==> config.mk <==
export PLATFORM = sky130hd
export DESIGN_NAME = shift_arb_seq
export DESIGN_NICKNAME = d
export VERILOG_FILES = /design/src/rtl/shift_arb_seq.sv
export SDC_FILE = /design/constraint.sdc
export NUM_CORES = 1
export LEC_CHECK = 0
export ABC_AREA = 1
export BUFFER_PORTS_ARGS = -buffer_cell sky130_fd_sc_hd__buf_2
export CELL_PAD_IN_SITES_DETAIL_PLACEMENT = 0
export CELL_PAD_IN_SITES_GLOBAL_PLACEMENT = 1
export CORE_MARGIN = 8
export CORE_UTILIZATION = 42
export DETAILED_ROUTE_END_ITERATION = 7
export PLACE_DENSITY = 0.95
export SLEW_MARGIN = 30
export SYNTH_ARGS = -nofsm -noshare
export SYNTH_HDL_FRONTEND = slang
export SYNTH_SLANG_ARGS = --single-unit
==> constraint.sdc <==
create_clock -name clk -period 5 [get_ports clk]
set_input_delay 1.5 -clock clk [delete_from_list [all_inputs] [get_ports clk]]
set_output_delay 1.5 -clock clk [all_outputs]
set_load 0.01 [all_outputs]
==> src/rtl/shift_arb_seq.sv <==
`default_nettype none
// ============================================================================
// Module   : shift_arb_seq
// Brief    : Two-port arbitrated multi-cycle SLL/SRL/SRA engine, one barrel
//            stage (16/8/4/2/1) per clock, valid/ready response channel.
//            Optional macro SHIFT_EARLY_DONE_EN skips trailing idle stages.
// Revision : 1.0 - initial release
// ============================================================================
module shift_arb_seq #(
   parameter int FIXED_PRIO = 0,
   parameter int RR_INIT    = 1
) (
   input  logic        clk,
   input  logic        reset,
   input  logic        req0_valid,
   output logic        req0_ready,
   input  logic [1:0]  req0_op,
   input  logic [4:0]  req0_amt,
   input  logic [31:0] req0_data,
   input  logic        req1_valid,
   output logic        req1_ready,
   input  logic [1:0]  req1_op,
   input  logic [4:0]  req1_amt,
   input  logic [31:0] req1_data,
   output logic        resp_valid,
   input  logic        resp_ready,
   output logic        resp_id,
   output logic [31:0] resp_result,
   output logic        busy
);

   localparam logic [1:0] c_OP_SLL = 2'b00;
   localparam logic [1:0] c_OP_SRL = 2'b01;
   localparam logic [1:0] c_OP_SRA = 2'b11;

   typedef enum logic [1:0] {
      S_IDLE = 2'd0,
      S_RUN  = 2'd1,
      S_DONE = 2'd2
   } state_t;

   state_t      r_state;
   state_t      w_state_nxt;
   logic [2:0]  r_stage;
   logic [1:0]  r_op;
   logic [4:0]  r_amt;
   logic [31:0] r_work;
   logic        r_sign;
   logic        r_last_grant;
   logic        r_resp_id;

   logic        w_grant;
   logic        w_any_valid;
   logic        w_accept;
   logic        w_stage_en;
   logic        w_last_stage;
   logic [4:0]  w_step;
   logic [31:0] w_fill_mask;
   logic [31:0] w_shifted;

   assign w_any_valid = req0_valid | req1_valid;
   assign w_accept    = (r_state == S_IDLE) && w_any_valid;

   always_comb begin
      w_grant = 1'b0;
      if (req1_valid && !req0_valid) begin
         w_grant = 1'b1;
      end else if (req0_valid && req1_valid && (FIXED_PRIO == 0)) begin
         w_grant = ~r_last_grant;
      end
   end

   assign req0_ready = (r_state == S_IDLE) && !w_grant && req0_valid;
   assign req1_ready = (r_state == S_IDLE) &&  w_grant && req1_valid;

   // Stage k applies a shift of 16>>k when amt bit (4-k) is set
   always_comb begin
      w_stage_en = 1'b0;
      case (r_stage)
         3'd0:    w_stage_en = r_amt[4];
         3'd1:    w_stage_en = r_amt[3];
         3'd2:    w_stage_en = r_amt[2];
         3'd3:    w_stage_en = r_amt[1];
         3'd4:    w_stage_en = r_amt[0];
         default: w_stage_en = 1'b0;
      endcase
   end

   assign w_step      = 5'd16 >> r_stage;
   assign w_fill_mask = ~(32'hFFFF_FFFF >> w_step);

   // SRA fills from the sign captured at acceptance
   always_comb begin
      w_shifted = r_work;
      if (w_stage_en) begin
         case (r_op)
            c_OP_SLL: w_shifted = r_work << w_step;
            c_OP_SRL: w_shifted = r_work >> w_step;
            c_OP_SRA: w_shifted = (r_work >> w_step) | (r_sign ? w_fill_mask : 32'd0);
            default:  w_shifted = r_work;
         endcase
      end
   end

`ifdef SHIFT_EARLY_DONE_EN
   assign w_last_stage = ((r_amt & (5'h0F >> r_stage)) == 5'd0);
`else
   assign w_last_stage = (r_stage == 3'd4);
`endif

   always_ff @(posedge clk or negedge reset) begin
      if (!reset) begin
         r_state <= S_IDLE;
      end else begin
         r_state <= w_state_nxt;
      end
   end

   always_comb begin
      w_state_nxt = r_state;
      case (r_state)
         S_IDLE:  if (w_any_valid)  w_state_nxt = S_RUN;
         S_RUN:   if (w_last_stage) w_state_nxt = S_DONE;
         S_DONE:  if (resp_ready)   w_state_nxt = S_IDLE;
         default: w_state_nxt = S_IDLE;
      endcase
   end

   always_ff @(posedge clk or negedge reset) begin
      if (!reset) begin
         r_stage      <= 3'd0;
         r_op         <= 2'b00;
         r_amt        <= 5'd0;
         r_work       <= 32'd0;
         r_sign       <= 1'b0;
         r_resp_id    <= 1'b0;
         r_last_grant <= (RR_INIT != 0);
      end else if (w_accept) begin
         r_op         <= w_grant ? req1_op   : req0_op;
         r_amt        <= w_grant ? req1_amt  : req0_amt;
         r_work       <= w_grant ? req1_data : req0_data;
         r_sign       <= w_grant ? req1_data[31] : req0_data[31];
         r_resp_id    <= w_grant;
         r_last_grant <= w_grant;
         r_stage      <= 3'd0;
      end else if (r_state == S_RUN) begin
         r_work       <= w_shifted;
         r_stage      <= r_stage + 3'd1;
      end
   end

   assign resp_valid  = (r_state == S_DONE);
   assign resp_result = resp_valid ? r_work : 32'd0;
   assign resp_id     = r_resp_id;
   assign busy        = (r_state != S_IDLE);

endmodule
`default_nettype wire
==> impl_metrics.ini, run 1 <==
[synthesis]
syn-cell-area_um2 = 6530
yosysTopAreaCell = nand3_1
synth-warning-count = 0
synth_edf_count = 0
synth_seq_cells = 47
syn-num-nets = 1276
synth_ff_type = dfrtp_1
synth.yosys.seq_area_share = 0.180
yosysMostFrequentCell = nand3_1
syn_inst = 1187
synth.distinct_cells = 35
synth_top_area_frac = 0.246
async_reset_ff_frac = 1.00
synthTopCellsByCount = nand3_1, nand2_1, nor2_1
syn_area_per_cell_um2 = 5.50
ys_top_cells_by_area = nand3_1, nand2_1, dfrtp_1

[clocking]
cts_resized = 0
cts_setup_buffers = 0
cts_max_level = 2
cts_buffer_depth = 2
cts_tree = yes
cts.sinks = 47
numCtsBuffers = 5
worstSkewPairLatency_ns = 0.31
clk_pin_slew_ns = 0.08
cts_root_buf = clkbuf_16
postCtsHoldBufs = 0

[timing]
fmax_mhz = 270
relSlewSlack = 0.430
final.setup.tns_ns = 0
fin_crit_sh = 0.740
fin_crit_ns = 3.70
tightest_slew_ns = 0.852
hold_viol = 0
slew_viol_final = 0
fin_skew_ns = 0.00956
final-setup-viol-count = 0
rsz0062_at_grt = no

[setup_path]
start_kind = input pin
critical_path_arrival_ns = 2.20
critPathMaxFanout = 9
worst_ep_required_time_ns = 3.50
crit_path_end_kind = primary output
critical_path_class = in2out

[power]
p_sw_mw = 4.33
power_mw = 6.63
pwr-share-comb = 0.825
ir_drop_mv = 0.408
pwr-share-clk = 0.058
power_frac_seq = 0.117
p_leak_nw = 3.86
internal_power_mw = 2.30
powerDensity_nw_per_um2 = 916
p_sw_frac = 0.653

[drt]
routed.top_layer = met4
vias_per_cell = 6.04
routed_wl_um = 30100
first_pass_iters = 5
wl_per_cell_um = 20.9
ant_nets = 0
wl_met1_um = 12800
met3_length_um = 3510
met2_length_um = 12700
drt_iter0_drc = 1327
drcViolationCount = 0
vias = 8712

[finish]
utilization = 0.476
drive_above_1_share = 0.147
filler_cell_count = 1767
regArea_um2 = 1180
syn2layout_area_growth_pct = 10.9
final_nets = 1343
diodes = 0
multi_input_area_um2 = 4610

[global_route]
grt_pass1_vias = 8100
grt_antenna_before_repair = 0
grtUsageTotal = 0.299
grt_overflow = 0
grt_pass1_wl_um = 46700
grt_max_degree = 55

[placement]
dp_hpwl_um = 22800
port_buffers = 119
place_congestion = 1.01

[floorplanning]
fp-row-count = 45
core_area_um2 = 15200
fp.dieH_um = 141
start_util = 0.429
die_x_um = 141
ios = 120
dieArea_um2 = 19800

[outcome]
status = finished clean

[hold_path]
hp-class = reg2reg

[run]
maxCapViolCount = 0
sequential cells by signal (all words and copies together), names as in the netlist:
| name | flops |
|---|---|
| r_amt | 5 |
| r_last_grant | 1 |
| r_op | 2 |
| r_sign | 1 |
| r_stage | 3 |
| r_state | 2 |
| r_work | 32 |
| resp_id | 1 |
power groups by stage:
| stage | sequential, mW | clock, mW | combinational (mW) |
|---|---|---|---|
| global placement | 0.770 | 0 | 5.27 |
| global route | 0.792 | 0.394 | 5.93 |
| detailed placement | 0.771 | 0 | 5.25 |
| CTS | 0.763 | 0.380 | 5.27 |
| finish | 0.777 | 0.384 | 5.46 |
| floorplan | 0.698 | 0 | 3.80 |
metal layers:
| metal | GRT usage | up-vias |
|---|---|---|
| met1 | 0.419 | 3941 |
| met5 | 0 | - |
| li1 | - | 4070 |
| met4 | 0.119 | 0 |
| met3 | 0.0540 | 79 |
| met2 | 0.441 | 622 |
through the flow:
step | area (um^2) | worst slack, ns | instances | hold slack, ns
floorplan | 6530 | 1.27 | 1187 | 0.448
global placement | 7070 | 1.31 | 1435 | 0.459
detailed placement | 7070 | 1.30 | 1435 | 0.463
CTS | 7230 | 1.29 | 1443 | 0.473
global route | 7230 | 1.22 | 1443 | 0.513
finish | 7230 | 1.30 | 1443 | 0.474
worst paths after layout:
kind / startpoint / end / slack [ns] / depth (start not counted)
max in group asynchronous: reset / r_work[22] / 3.09 / 2
min in group asynchronous: reset / r_stage[2] / 1.08 / 1
min reg2reg: r_last_grant / r_last_grant / 0.47 / 2
max reg2reg: r_stage[0] / r_work[17] / 1.74 / 12
min: r_last_grant / r_last_grant / 0.47 / 2
max: req0_valid / req0_ready / 1.30 / 6
cell type report:
cell class | count | area share
well taps | 188 | 0.0325
multi-input cells | 979 | 0.638
flip-flops and latches | 47 | 0.163
inverters | 87 | 0.0462
clock inverters | 3 | 0.00398
clock buffers | 5 | 0.0173
repair buffers | 134 | 0.0996
layout by cell type (no fill, tap or decap), types with 3 or more instances in the layout:
cell,synthesis,final
a21oi_1,62,62
nand2_4,5,5
inv_2,3,4
o21ai_0,56,56
nand3_1,321,321
nor2_1,140,139
nand2_1,315,315
ha_1,6,6
buf_2,35,119
nor2_2,3,3
clkbuf_16,0,5
inv_6,1,3
o21bai_1,14,14
o21ai_1,6,6
nand2_8,3,3
inv_1,82,81
nor2_4,3,4
nand4_1,4,4
dfrtp_1,46,46
nand2_2,10,10
nor3_1,8,8
a21oi_2,7,7
buf_4,7,14
o22ai_1,8,8
kinds of logic after synthesis:
| logic type | share of synthesized area |
|---|---|
| buffers and inverters | 0.114 |
| AO/OA/AOI/OAI | 0.137 |
| adder cells (fa/ha/maj) | 0.0115 |
| AND/OR/NAND/NOR | 0.558 |
| flip-flops | 0.180 |
critical path, stage by stage:
cell     delay (ns)
buf_2          0.12
nand2_1        0.05
nand2_1        0.21
inv_1          0.09
nor2_1         0.09
buf_2          0.13
Power figures use the tool's default switching activity.
==> run 2, diff against run 1 <==
Settings changed: CORE_UTILIZATION 42 to 35, PLACE_DENSITY 0.95 to 0.88.
Clock period 5 ns to 3.2 ns, I/O delays scaled along.
==> run 2 against run 1 <==
  * Critical path depth is 4 higher
  * Flip-flop and latch count unchanged
  * Sequential share of layout area fell by 0.36 points
  * Global-route usage is 4.7 points lower
  * Clock skew decreased by 0.0025 ns
  * First-iteration DRC count is 8.0% lower
  * Power is 57% higher
  * Combinational power is 58% higher
  * Critical endpoint is now r_work[19]
  * Largest cell class unchanged
==> impl_metrics.ini, run 2 (synthesis gave the netlist of run 1 again) <==
[outcome]
status = finished clean

[clocking]
cts.sinks = 47
cts_tree = yes
clk_pin_slew_ns = 0.08
worstSkewPairLatency_ns = 0.30
cts_buffer_depth = 2
numCtsBuffers = 5
cts_root_buf = clkbuf_16
cts_setup_buffers = 0
cts_resized = 0
postCtsHoldBufs = 0
cts_max_level = 2

[timing]
rsz0062_at_grt = no
tightest_slew_ns = 0.806
final.setup.tns_ns = 0
relSlewSlack = 0.462
final-setup-viol-count = 0
hold_viol = 0
fin_crit_ns = 2.79
fin_skew_ns = 0.00710
fmax_mhz = 359
fin_crit_sh = 0.870
slew_viol_final = 0
fin_ws_ns = 0.415

[hold_path]
hp-class = reg2reg
hold_path_end = r_last_grant
hp-start = r_last_grant
hold_depth = 2

[power]
powerDensity_nw_per_um2 = 1410
p_leak_nw = 3.94
power_mw = 10.4
ir_drop_mv = 0.548

[setup_path]
start_kind = flip-flop
critical_path_class = reg2reg
r2r-start = r_stage[0]
r2r_end = r_work[19]
reg2reg_slack_ns = 0.41
critPathMaxFanout = 22
r2r_cells = 10
critical_path_arrival_ns = 3.01
worst_ep_required_time_ns = 3.42
crit_path_end_kind = flip-flop

[finish]
syn2layout_area_growth_pct = 13.4
drive_above_1_share = 0.157
final_nets = 1360
final_cell_mix = nand3_1, nand2_1, nor2_1
regMostFlops = r_work
top_regs = r_work: 32 flops, r_amt: 5 flops, r_stage: 3 flops
fin_cells = 1506
largest_reg_flops = 32
final_common_cell = nand3_1
diodes = 0

[global_route]
grt_pass1_wl_um = 47000
grtUsageTotal = 0.252
grt_overflow = 0
grt_max_degree = 48
grt_antenna_before_repair = 1
grt_pass1_vias = 8292

[placement]
port_buffers = 119
place_ws_ns = 0.440
place_congestion = 1.08
dp_hpwl_um = 23900
dp.cells = 1498

[drt]
vias_per_cell = 5.76
drcViolationCount = 0
drt_iter0_drc = 1221
first_pass_iters = 8
ant_nets = 0
wl_per_cell_um = 20.1
vias = 8680
routed_wl_um = 30200

[floorplanning]
die_x_um = 153
fp-row-count = 50
dieArea_um2 = 23300
fp.dieH_um = 153
core_area_um2 = 18500
ios = 120
start_util = 0.352

[run]
maxCapViolCount = 0
==> run 2: layout make-up <==
| type | count | area (um^2) |
|---|---|---|
| fill | 2151 | 11100 |
| multi-input combinational | 979 | 4600 |
| sequential | 47 | 1180 |
| timing repair buffer | 151 | 836 |
| inverter | 87 | 334 |
| tap | 234 | 293 |
| clock buffer | 5 | 125 |
| clock inverter | 3 | 27.5 |
==> run 2: critical path, cell delays in order (launching register included) <==
cell and delay [ns]:
dfrtp_1 0.42, inv_1 0.08, ha_1 0.28, buf_4 0.24
nand2_4 0.15, nand2_4 0.10, inv_1 0.61, nand3_1 0.27
a21oi_1 0.32, nor2_1 0.07, a21oi_1 0.14
==> run 2: stage by stage <==
step	area, um^2	utilization	hold WS [ns]
floorplan	6530	-	0.448
global placement	7240	0.391	0.462
global route	7400	0.399	0.494
CTS	7400	0.399	0.474
detailed placement	7240	0.391	0.461
finish	7400	0.399	0.473
==> run 2: how the worst max path moves through the flow <==
stage,from,endpoint,depth (start not counted)
after floorplan,req0_valid,req1_ready,5
after global routing,r_stage[0],r_work[22],12
after detailed placement,req1_valid,r_work[10],10
after global placement,req1_valid,r_work[10],10
after CTS,r_stage[0],r_work[19],10
final,r_stage[0],r_work[19],10
==> run 2: report_power, final <==
part | internal, mW | switching (mW)
clock | 0.299 | 0.279
sequential | 0.925 | 0.312
combinational | 2.47 | 6.14
==> run 2: per-layer routing <==
layer  GRT usage  share of wire
met5           0              0
met4      0.0980          0.038
met3      0.0530           0.11
met2       0.389           0.43
met1       0.336           0.43
